===== src/rtl/breakout_game_ctrl_if.sv =====
// Signal bundle between the button/frame-timing/graphics side and the
// breakout game sequencer. The master side drives the raw inputs and
// observes the game status; the slave side is the sequencer itself.
interface breakout_game_ctrl_if;
    // Inputs to the sequencer
    logic [4:0] btn;          // debounced buttons, nonzero = pressed
    logic       frame_tick;   // one-clk pulse per screen refresh
    logic       hit;          // brick-hit level from graphics
    logic       miss;         // ball-lost level from graphics

    // Outputs from the sequencer
    logic       gra_still;    // 1 = graphics frozen at initial positions
    logic [2:0] game_state;   // 0 NEWGAME, 1 PLAY, 2 NEWBALL, 3 OVER, 4 WIN
    logic [1:0] lives;
    logic [3:0] score_d1;     // BCD tens
    logic [3:0] score_d0;     // BCD units
    logic [5:0] bricks_left;
    logic       timer_zero;

    // Environment side: drives stimulus, reads status
    modport master (
        output btn, frame_tick, hit, miss,
        input  gra_still, game_state, lives, score_d1, score_d0,
               bricks_left, timer_zero
    );

    // Sequencer side
    modport slave (
        input  btn, frame_tick, hit, miss,
        output gra_still, game_state, lives, score_d1, score_d0,
               bricks_left, timer_zero
    );
endinterface


===== src/rtl/breakout_game_ctrl.sv =====
// Breakout game sequencer: freezes/releases the playfield graphics and
// keeps lives, BCD score and bricks remaining. All game actions are driven
// by single-cycle rising-edge pulses derived from the hit/miss/button levels,
// so a level held for many clocks acts exactly once.
module breakout_game_ctrl #(
    parameter int unsigned LIVES_INIT   = 3,    // 1..3
    parameter int unsigned NUM_BRICKS   = 48,   // 1..63
    parameter int unsigned DELAY_FRAMES = 120   // 1..255
) (
    input  logic                  clk,
    input  logic                  reset,
    breakout_game_ctrl_if.slave   bus
);

    typedef enum logic [2:0] {
        S_NEWGAME = 3'd0,
        S_PLAY    = 3'd1,
        S_NEWBALL = 3'd2,
        S_OVER    = 3'd3,
        S_WIN     = 3'd4
    } state_t;

    localparam logic [1:0] LIVES_LOAD  = 2'(LIVES_INIT);
    localparam logic [5:0] BRICKS_LOAD = 6'(NUM_BRICKS);
    localparam logic [7:0] TIMER_LOAD  = 8'(DELAY_FRAMES);

    // Registered state and counters
    state_t     state_q;
    logic       gra_still_q;
    logic [1:0] lives_q;
    logic [3:0] score_d1_q;
    logic [3:0] score_d0_q;
    logic [5:0] bricks_q;
    logic [7:0] timer_q;

    // Input history for edge detection
    logic       hit_q;
    logic       miss_q;
    logic [4:0] btn_q;

    // Edge pulses and precomputed counter updates
    logic       hit_p;
    logic       miss_p;
    logic       start_p;
    logic [3:0] score_d1_d;
    logic [3:0] score_d0_d;
    logic [5:0] bricks_d;
    logic [1:0] lives_d;
    logic [7:0] timer_d;
    logic       timer_zero;
    logic       last_brick;
    logic       last_life;

    assign hit_p      = bus.hit & ~hit_q;
    assign miss_p     = bus.miss & ~miss_q;
    assign start_p    = (bus.btn != 5'd0) && (btn_q == 5'd0);
    assign timer_zero = (timer_q == 8'd0);
    assign last_brick = (bricks_q == 6'd1);
    // lives of 0 can only appear in PLAY through misconfiguration; treat it
    // like the last life so the game still ends.
    assign last_life  = (lives_q <= 2'd1);

    // Capture last-cycle levels so the pulses fire once per rising edge
    always_ff @(posedge clk or posedge reset) begin
        if (reset) begin
            hit_q  <= 1'b0;
            miss_q <= 1'b0;
            btn_q  <= 5'd0;
        end else begin
            hit_q  <= bus.hit;
            miss_q <= bus.miss;
            btn_q  <= bus.btn;
        end
    end

    // Saturating BCD increment of the score (sticks at 99)
    always_comb begin
        score_d1_d = score_d1_q;
        score_d0_d = score_d0_q;
        if (!(score_d1_q == 4'd9 && score_d0_q == 4'd9)) begin
            if (score_d0_q == 4'd9) begin
                score_d0_d = 4'd0;
                score_d1_d = score_d1_q + 4'd1;
            end else begin
                score_d0_d = score_d0_q + 4'd1;
            end
        end
    end

    // Floored decrements for bricks and lives, and the free-running timer step
    always_comb begin
        bricks_d = (bricks_q == 6'd0) ? 6'd0 : bricks_q - 6'd1;
        lives_d  = (lives_q == 2'd0) ? 2'd0 : lives_q - 2'd1;
        timer_d  = timer_q;
        if (bus.frame_tick && !timer_zero) begin
            timer_d = timer_q - 8'd1;
        end
    end

    // Game phase sequencing with counters, delay timer and the freeze flag
    always_ff @(posedge clk or posedge reset) begin
        if (reset) begin
            state_q     <= S_NEWGAME;
            gra_still_q <= 1'b1;
            lives_q     <= LIVES_LOAD;
            score_d1_q  <= 4'd0;
            score_d0_q  <= 4'd0;
            bricks_q    <= BRICKS_LOAD;
            timer_q     <= 8'd0;
        end else begin
            // Timer counts down on frame ticks unless a phase entry reloads it
            timer_q <= timer_d;

            case (state_q)
                S_NEWGAME: begin
                    if (start_p) begin
                        state_q     <= S_PLAY;
                        gra_still_q <= 1'b0;
                        lives_q     <= LIVES_LOAD;
                        score_d1_q  <= 4'd0;
                        score_d0_q  <= 4'd0;
                        bricks_q    <= BRICKS_LOAD;
                    end
                end

                S_PLAY: begin
                    // Both counter updates apply even when hit and miss coincide
                    if (hit_p) begin
                        score_d1_q <= score_d1_d;
                        score_d0_q <= score_d0_d;
                        bricks_q   <= bricks_d;
                    end
                    if (miss_p) begin
                        lives_q <= lives_d;
                    end

                    // Clearing the last brick outranks losing the ball
                    if (hit_p && last_brick) begin
                        state_q     <= S_WIN;
                        gra_still_q <= 1'b1;
                        timer_q     <= TIMER_LOAD;
                    end else if (miss_p) begin
                        state_q     <= last_life ? S_OVER : S_NEWBALL;
                        gra_still_q <= 1'b1;
                        timer_q     <= TIMER_LOAD;
                    end
                end

                S_NEWBALL: begin
                    // A press during the hold-off is simply dropped
                    if (timer_zero && start_p) begin
                        state_q     <= S_PLAY;
                        gra_still_q <= 1'b0;
                    end
                end

                S_OVER, S_WIN: begin
                    // Counters are left alone so the final score stays on screen
                    if (timer_zero) begin
                        state_q     <= S_NEWGAME;
                        gra_still_q <= 1'b1;
                    end
                end

                default: begin
                    state_q     <= S_NEWGAME;
                    gra_still_q <= 1'b1;
                end
            endcase
        end
    end

    assign bus.gra_still   = gra_still_q;
    assign bus.game_state  = state_q;
    assign bus.lives       = lives_q;
    assign bus.score_d1    = score_d1_q;
    assign bus.score_d0    = score_d0_q;
    assign bus.bricks_left = bricks_q;
    assign bus.timer_zero  = timer_zero;

endmodule


===== src/flat_wrapper.sv =====
// flat-port wrapper written by rule: the top's interface ports become plain ports
module breakout_game_ctrl_flat 
#(
    parameter int unsigned LIVES_INIT   = 3,           
    parameter int unsigned NUM_BRICKS   = 48,           
    parameter int unsigned DELAY_FRAMES = 120            
)
  (clk, reset, bus_btn, bus_frame_tick, bus_hit, bus_miss, bus_gra_still, bus_game_state, bus_lives, bus_score_d1, bus_score_d0, bus_bricks_left, bus_timer_zero);
  breakout_game_ctrl_if bus_i ();
  input  logic clk;
  input  logic reset;
  input wire logic [$bits(bus_i.btn)-1:0] bus_btn;
  input wire logic [$bits(bus_i.frame_tick)-1:0] bus_frame_tick;
  input wire logic [$bits(bus_i.hit)-1:0] bus_hit;
  input wire logic [$bits(bus_i.miss)-1:0] bus_miss;
  output wire logic [$bits(bus_i.gra_still)-1:0] bus_gra_still;
  output wire logic [$bits(bus_i.game_state)-1:0] bus_game_state;
  output wire logic [$bits(bus_i.lives)-1:0] bus_lives;
  output wire logic [$bits(bus_i.score_d1)-1:0] bus_score_d1;
  output wire logic [$bits(bus_i.score_d0)-1:0] bus_score_d0;
  output wire logic [$bits(bus_i.bricks_left)-1:0] bus_bricks_left;
  output wire logic [$bits(bus_i.timer_zero)-1:0] bus_timer_zero;
  assign bus_i.btn = bus_btn;
  assign bus_i.frame_tick = bus_frame_tick;
  assign bus_i.hit = bus_hit;
  assign bus_i.miss = bus_miss;
  assign bus_gra_still = bus_i.gra_still;
  assign bus_game_state = bus_i.game_state;
  assign bus_lives = bus_i.lives;
  assign bus_score_d1 = bus_i.score_d1;
  assign bus_score_d0 = bus_i.score_d0;
  assign bus_bricks_left = bus_i.bricks_left;
  assign bus_timer_zero = bus_i.timer_zero;
  breakout_game_ctrl #(.LIVES_INIT(LIVES_INIT), .NUM_BRICKS(NUM_BRICKS), .DELAY_FRAMES(DELAY_FRAMES)) u_core (.clk(clk), .reset(reset), .bus(bus_i));
endmodule

===== config.mk =====
export PLATFORM = sky130hd
export DESIGN_NAME = breakout_game_ctrl_flat
export DESIGN_NICKNAME = d
export VERILOG_FILES = /design/src/rtl/breakout_game_ctrl_if.sv /design/src/rtl/breakout_game_ctrl.sv /design/src/flat_wrapper.sv
export SDC_FILE = /design/constraint.sdc
export NUM_CORES = 1
export LEC_CHECK = 0
export ABC_AREA = 1
export BUFFER_PORTS_ARGS = -buffer_cell sky130_fd_sc_hd__buf_2
export CAP_MARGIN = 5
export CORE_UTILIZATION = 56
export CTS_CLUSTER_SIZE = 25
export DETAILED_ROUTE_END_ITERATION = 10
export HOLD_SLACK_MARGIN = 0.08
export PLACE_DENSITY = 0.78
export SLEW_MARGIN = 25
export SYNTH_ARGS = -nofsm -noshare
export SYNTH_HDL_FRONTEND = slang
export SYNTH_SLANG_ARGS = --single-unit

===== constraint.sdc =====
create_clock -name clk -period 1.76 [get_ports clk]
set_input_delay 0.176 -clock clk [delete_from_list [all_inputs] [get_ports clk]]
set_output_delay 0.176 -clock clk [all_outputs]
set_load 0.02 [all_outputs]

# Yosys cells after proc, flatten, opt, wreduce, memory -nomap -nowiden
# Cells that the tools add are included.
[word_totals]
input_bits = 10
out_inout_bits = 21
regBits = 35
elab_cells = 88
[op_classes]
add_sub_neg = 5
mux = 34
bitwise_logic = 4
magnitude_cmp = 1
n_eq_ne = 15
n_reduce_logical = 19
[op_table]
columns = ["op", "n"]
rows = [
  ["$mux W8", 4],
  ["$mux W4", 7],
  ["$mux W6", 3],
  ["$pmux W4 S2", 2],
  ["$mux W3", 5],
  ["$ne A2 B1 Y1 const B", 6],
  ["$pmux W3 S4", 1],
  ["$pmux W6 S2", 1],
  ["$add A4 B1 Y4 const B", 2],
  ["$eq A4 B4 Y1 const B", 2],
  ["$logic_not A8 Y1", 1],
  ["$reduce_and A4 Y1", 2],
  ["$sub A8 B1 Y8 const B", 1],
  ["$eq A3 B2 Y1 const B", 2],
  ["$eq A6 B1 Y1 const B", 1],
  ["$logic_not A6 Y1", 1],
  ["$mux W1", 6],
  ["$mux W2", 3],
  ["$reduce_and A3 Y1", 2],
  ["$sub A6 B1 Y6 const B", 1],
  ["$logic_and A1 B1 Y1", 5],
  ["$logic_not A5 Y1", 1],
  ["$reduce_and A5 Y1", 1],
  ["$reduce_bool A5 Y1", 1],
  ["15 further kinds", 17],
]

# Depth between registers and ports, before layout
[logic_depth]
depth_word = 7
depth_mapped = 10
ltp_nobuf = 10

# Worst setup path before layout
# Ideal clock, no wire load.
[synth_path]
path_kind = "flip-flop to flip-flop"
startpoint = "register u_core.timer_q[0]"
endpoint = "register u_core.state_q[1] (netlist: u_core.bus.game_state[1])"
required_time_ns = 1.642
slack_ns = 0.267
arrival_ns = 1.374
period_less_slack_ns = 1.493
setup_ns = 0.118
path_buffers = 0
stages_incl_launch_ff = 10
path_cell_list = "dfrtp_1 -> inv_1 -> ha_1 -> nand2_1 -> nor2_4 -> nand3_1 -> nand2_1 -> nand3_1 -> nand2_1 -> nand2_1"
[synth_between]
elab_chain_cells = 4
word_cells_on_any_way = 5
classes_between = "eq/ne: 2; reduce/logical: 3"
[synth_lines]
columns = ["item", "line_no", "rtl"]
rows = [
  ["start, declared", "breakout_game_ctrl.sv:34", "logic [7:0] timer_q;"],
  ["start signal, assigned", "breakout_game_ctrl.sv:112", "timer_q <= timer_d;"],
  ["$logic_not A8 Y1 *", "breakout_game_ctrl.sv:57", "assign timer_zero = (timer_q == 8'd0);"],
  ["net bus_timer_zero", "flat_wrapper.sv:22", "output wire logic [$bits(bus_i.timer_zero)-1:0] bus_timer_zero;"],
  ["$logic_and A1 B1 Y1", "breakout_game_ctrl.sv:151", "if (timer_zero && start_p) begin"],
  ["$ne A2 B1 Y1 (no line)", "--", ""],
  ["$reduce_and A4 Y1 (no line) *", "--", ""],
  ["end signal, assigned", "breakout_game_ctrl.sv:143", "state_q <= last_life ? S_OVER : S_NEWBALL;"],
  ["end, declared", "breakout_game_ctrl.sv:28", "state_t state_q;"],
]
# The timed path passes the listed nets; every way through them passes the cells marked *.
# A chain may end at the register's enable or synchronous reset.

# Worst setup path after layout
[layout_path]
startpoint = "register u_core.timer_q[0]"
endpoint = "output port bus_timer_zero"
[layout_between]
elab_chain_cells = 1
[layout_lines]
columns = ["item", "line_no"]
rows = [
  ["$logic_not A8 Y1", "breakout_game_ctrl.sv:57"],
  ["end, declared", "flat_wrapper.sv:22"],
]
# No other way between the ends.

==> flow_summary.toml <==
[clock_tree]
clkTransAtPathRegs_ns = 0.10
cts_max_level = 2
cts-root-buf = "clkbuf_4"
cts.sinks = 35
cts_buffers = 5
clock_latency_ns = 0.35
cts_tree = "yes"
cts_setup_buffers = 0
cts_buffer_depth = 2

[place]
finalWeightedCongestion = 0.855
dpl_cell_area_sq_um = 2250
portBuffers = 30
dp_hpwl_um = 2850

[timing]
min_period_ns = 1.68
skew_ns = 0.00948
setup_violations = 0
slew_headroom = 0.709
finalHoldViolCount = 0
final-max-slew-violation-count = 0
worstMarginPinSlew_ns = 0.436
setup_tns_ns = 0
max_freq_mhz = 594
period_share = 0.957
rsz0062_at_grt = "false"

[job]
max_cap_violations = 0

[setup_path]
crit_required_ns = 1.58
path_class = "flop to output pin"
r2r-start = "u_core.timer_q[0]"
startpoint_type = "flop"
critPathMaxFanout = 6
reg2reg_slack_ns = 0.17
cp.arrival_ns = 1.51
crit_path_end_kind = "output pin"
r2r_cells = 9
r2r-end = "u_core.bus.game_state[0]"

[synth]
postSynthCellCount = 271
synth.largest_area_cell = "dfrtp_1"
synthTopCellsByCount = "nand2_1 (83), nor2_1 (35), dfrtp_1 (30), inv_1 (30), nand3_1 (18)"
async_reset_ff_frac = 1.00
synth.most_common_cell = "nand2_1"
netlist_area_sq_um = 2040
synthFlopType = "dfrtp_1"
ys_seq_area_frac = 0.432
yosys-top-cells-area = "dfrtp_1 (37%), nand2_1 (15%), dfstp_2 (6.4%), nor2_1 (6.4%), ha_1 (5.5%)"
synth.distinct_cells = 27
synth.ff_latch_count = 35
synth_edf_count = 0
yosys_warnings = 0
syn_nets = 290
postSynthAreaPerCell_sq_um = 7.54
synth_top_area_frac = 0.367

[power]
netSwitchingPower_uw = 1730
ir_drop_mv = 1.04
p_sw_frac = 0.465
pwr-share-seq = 0.372
powerDensity_nw_per_um2 = 1550
p_int_uw = 1990
pwr-share-clk = 0.137
comb_power_share = 0.491
p_leak_uw = 0.00127

[layout]
nets = 335
post-route-cell-area_sq_um = 2400
area.growth.synth_to_final_pct = 17.6
drive_above_1_share = 0.199
antennaDiodeCount = 0

[floorplanning]
core_area_sq_um = 3420
num_io_pins = 31
die_h_um = 62.4
die_w_um = 62.4
die_area_sq_um = 3890
start_util = 0.598
rows = 21

[grt]
grt.total_usage = 0.231
grt_overflow = 0
grt_pass1_wl_um = 7070
grt_pass1_vias = 1632
grt_antenna_before_repair = 0
grt_max_degree = 36

[route]
routed_wl_um = 4040
wl_per_cell_um = 11.1
vias_per_cell = 4.96
drt-initial-drc-count = 126
drc = 0
dr.pass1.iters = 4
num_vias = 1800
route.antenna.remaining_nets = 0

[worst_hold_path]
hp-start = "bus_frame_tick"
worstHoldPathType = "input port to flop"
min_path_cells = 4
whs_endpoint = "u_core.timer_q[7]"

[status]
outcome = "finished clean"
per-stage QoR:
stage	total power [uW]	utilization	cells	hold WS, ns	setup WS, ns
after floorplan	2750	-	271	0.207	0.267
after global placement	3170	0.658	347	0.294	0.159
after detailed placement	3200	0.658	347	0.291	0.161
after CTS	3730	0.701	363	0.158	0.0482
after global routing	4070	0.704	363	0.181	0.0100
final	3730	0.704	363	0.168	0.0761
layer usage:
layer | global-route usage | routed length [um] | up-vias
li1 | - | - | 947
met1 | 0.303 | 1980 | 815
met2 | 0.372 | 1860 | 31
met3 | 0.0566 | 141 | 7
met4 | 0.0843 | 60 | 0
met5 | 0 | 0 | -
cell type report:
cell class	instances	area [sq um]
inverters	32	120
repair buffers	40	248
clock buffers	8	68.8
multi-input cells	202	1030
flip-flops and latches	35	882
well taps	46	57.6
fillers	294	1010
worst max-delay path by stage:
| stage | start | end | slack [ns] | depth (start not counted) |
|---|---|---|---|---|
| 6_report | u_core.timer_q[0] | bus_timer_zero | 0.08 | 5 |
| 5_1_grt | u_core.btn_q[1] | u_core.bus.score_d1[2] | 0.01 | 9 |
| 4_1_cts | u_core.timer_q[0] | bus_timer_zero | 0.05 | 5 |
| 3_5_place_dp | u_core.timer_q[0] | u_core.bus.game_state[0] | 0.16 | 9 |
| 3_3_place_gp | u_core.timer_q[0] | u_core.bus.game_state[0] | 0.16 | 9 |
| 2_1_floorplan | u_core.timer_q[0] | u_core.bus.game_state[1] | 0.27 | 9 |
logic make-up (layout without fill, tap and decap cells):
group | count (synthesis) | count (layout) | share of synthesized area
DFF | 35 | 35 | 0.432
xor gates and xnor gates | 5 | 5 | 0.0214
AOI/OAI and AO/OA | 20 | 20 | 0.0490
adders and majority gates | 9 | 9 | 0.0551
buffers and inverters | 34 | 80 | 0.0680
and+or+nand+nor | 168 | 168 | 0.375
placed cells by master, fill, tap and decap left out:
master,instances
nand3_2,2
clkbuf_1,1
or2_2,2
nand3b_1,2
nand2_1,83
nand2_4,2
clkbuf_8,2
dfstp_2,5
a21oi_1,7
o21ai_0,6
nand3_1,18
nand2_2,4
nor2_1,35
xnor2_1,1
dlygate4sd3_1,8
dfrtp_1,30
nor3_1,2
clkbuf_4,5
xor2_1,4
nand4_1,8
ha_1,9
o21ai_1,7
buf_2,29
nor3_4,1
or2_1,1
nor2_4,2
buf_4,3
inv_1,29
inv_2,3
or2_0,3
nor2_2,3
power groups by stage:
stage / clock, uW / sequential [uW] / combinational [uW]
detailed placement: 0 / 1390 / 1800
global placement: 0 / 1390 / 1770
global route: 555 / 1430 / 2080
finish: 510 / 1390 / 1830
CTS: 519 / 1380 / 1830
floorplan: 0 / 1550 / 1200
registers in the layout (all words and copies together), names as in the netlist:
name and count:
u_core.btn_q 5, u_core.bus.bricks_left 6, u_core.bus.game_state 3, u_core.bus.gra_still 1, u_core.bus.lives 2, u_core.bus.score_d0 4
u_core.bus.score_d1 4, u_core.hit_q 1, u_core.miss_q 1, u_core.timer_q 8
timing repair:
item | CTS | global route
resized for setup | 1 | 2
endpoints found under the hold margin | 37 | 0
hold buffers | 8 | 0
setup endpoints to repair | 1 | 5
worst max-delay path, cell delays in order (launching register included):
cell and delay [ns]:
dfrtp_1 0.40, inv_2 0.10, ha_1 0.20, nand2_1 0.10, nor2_4 0.18, buf_4 0.17
Power figures use the tool's default switching activity.
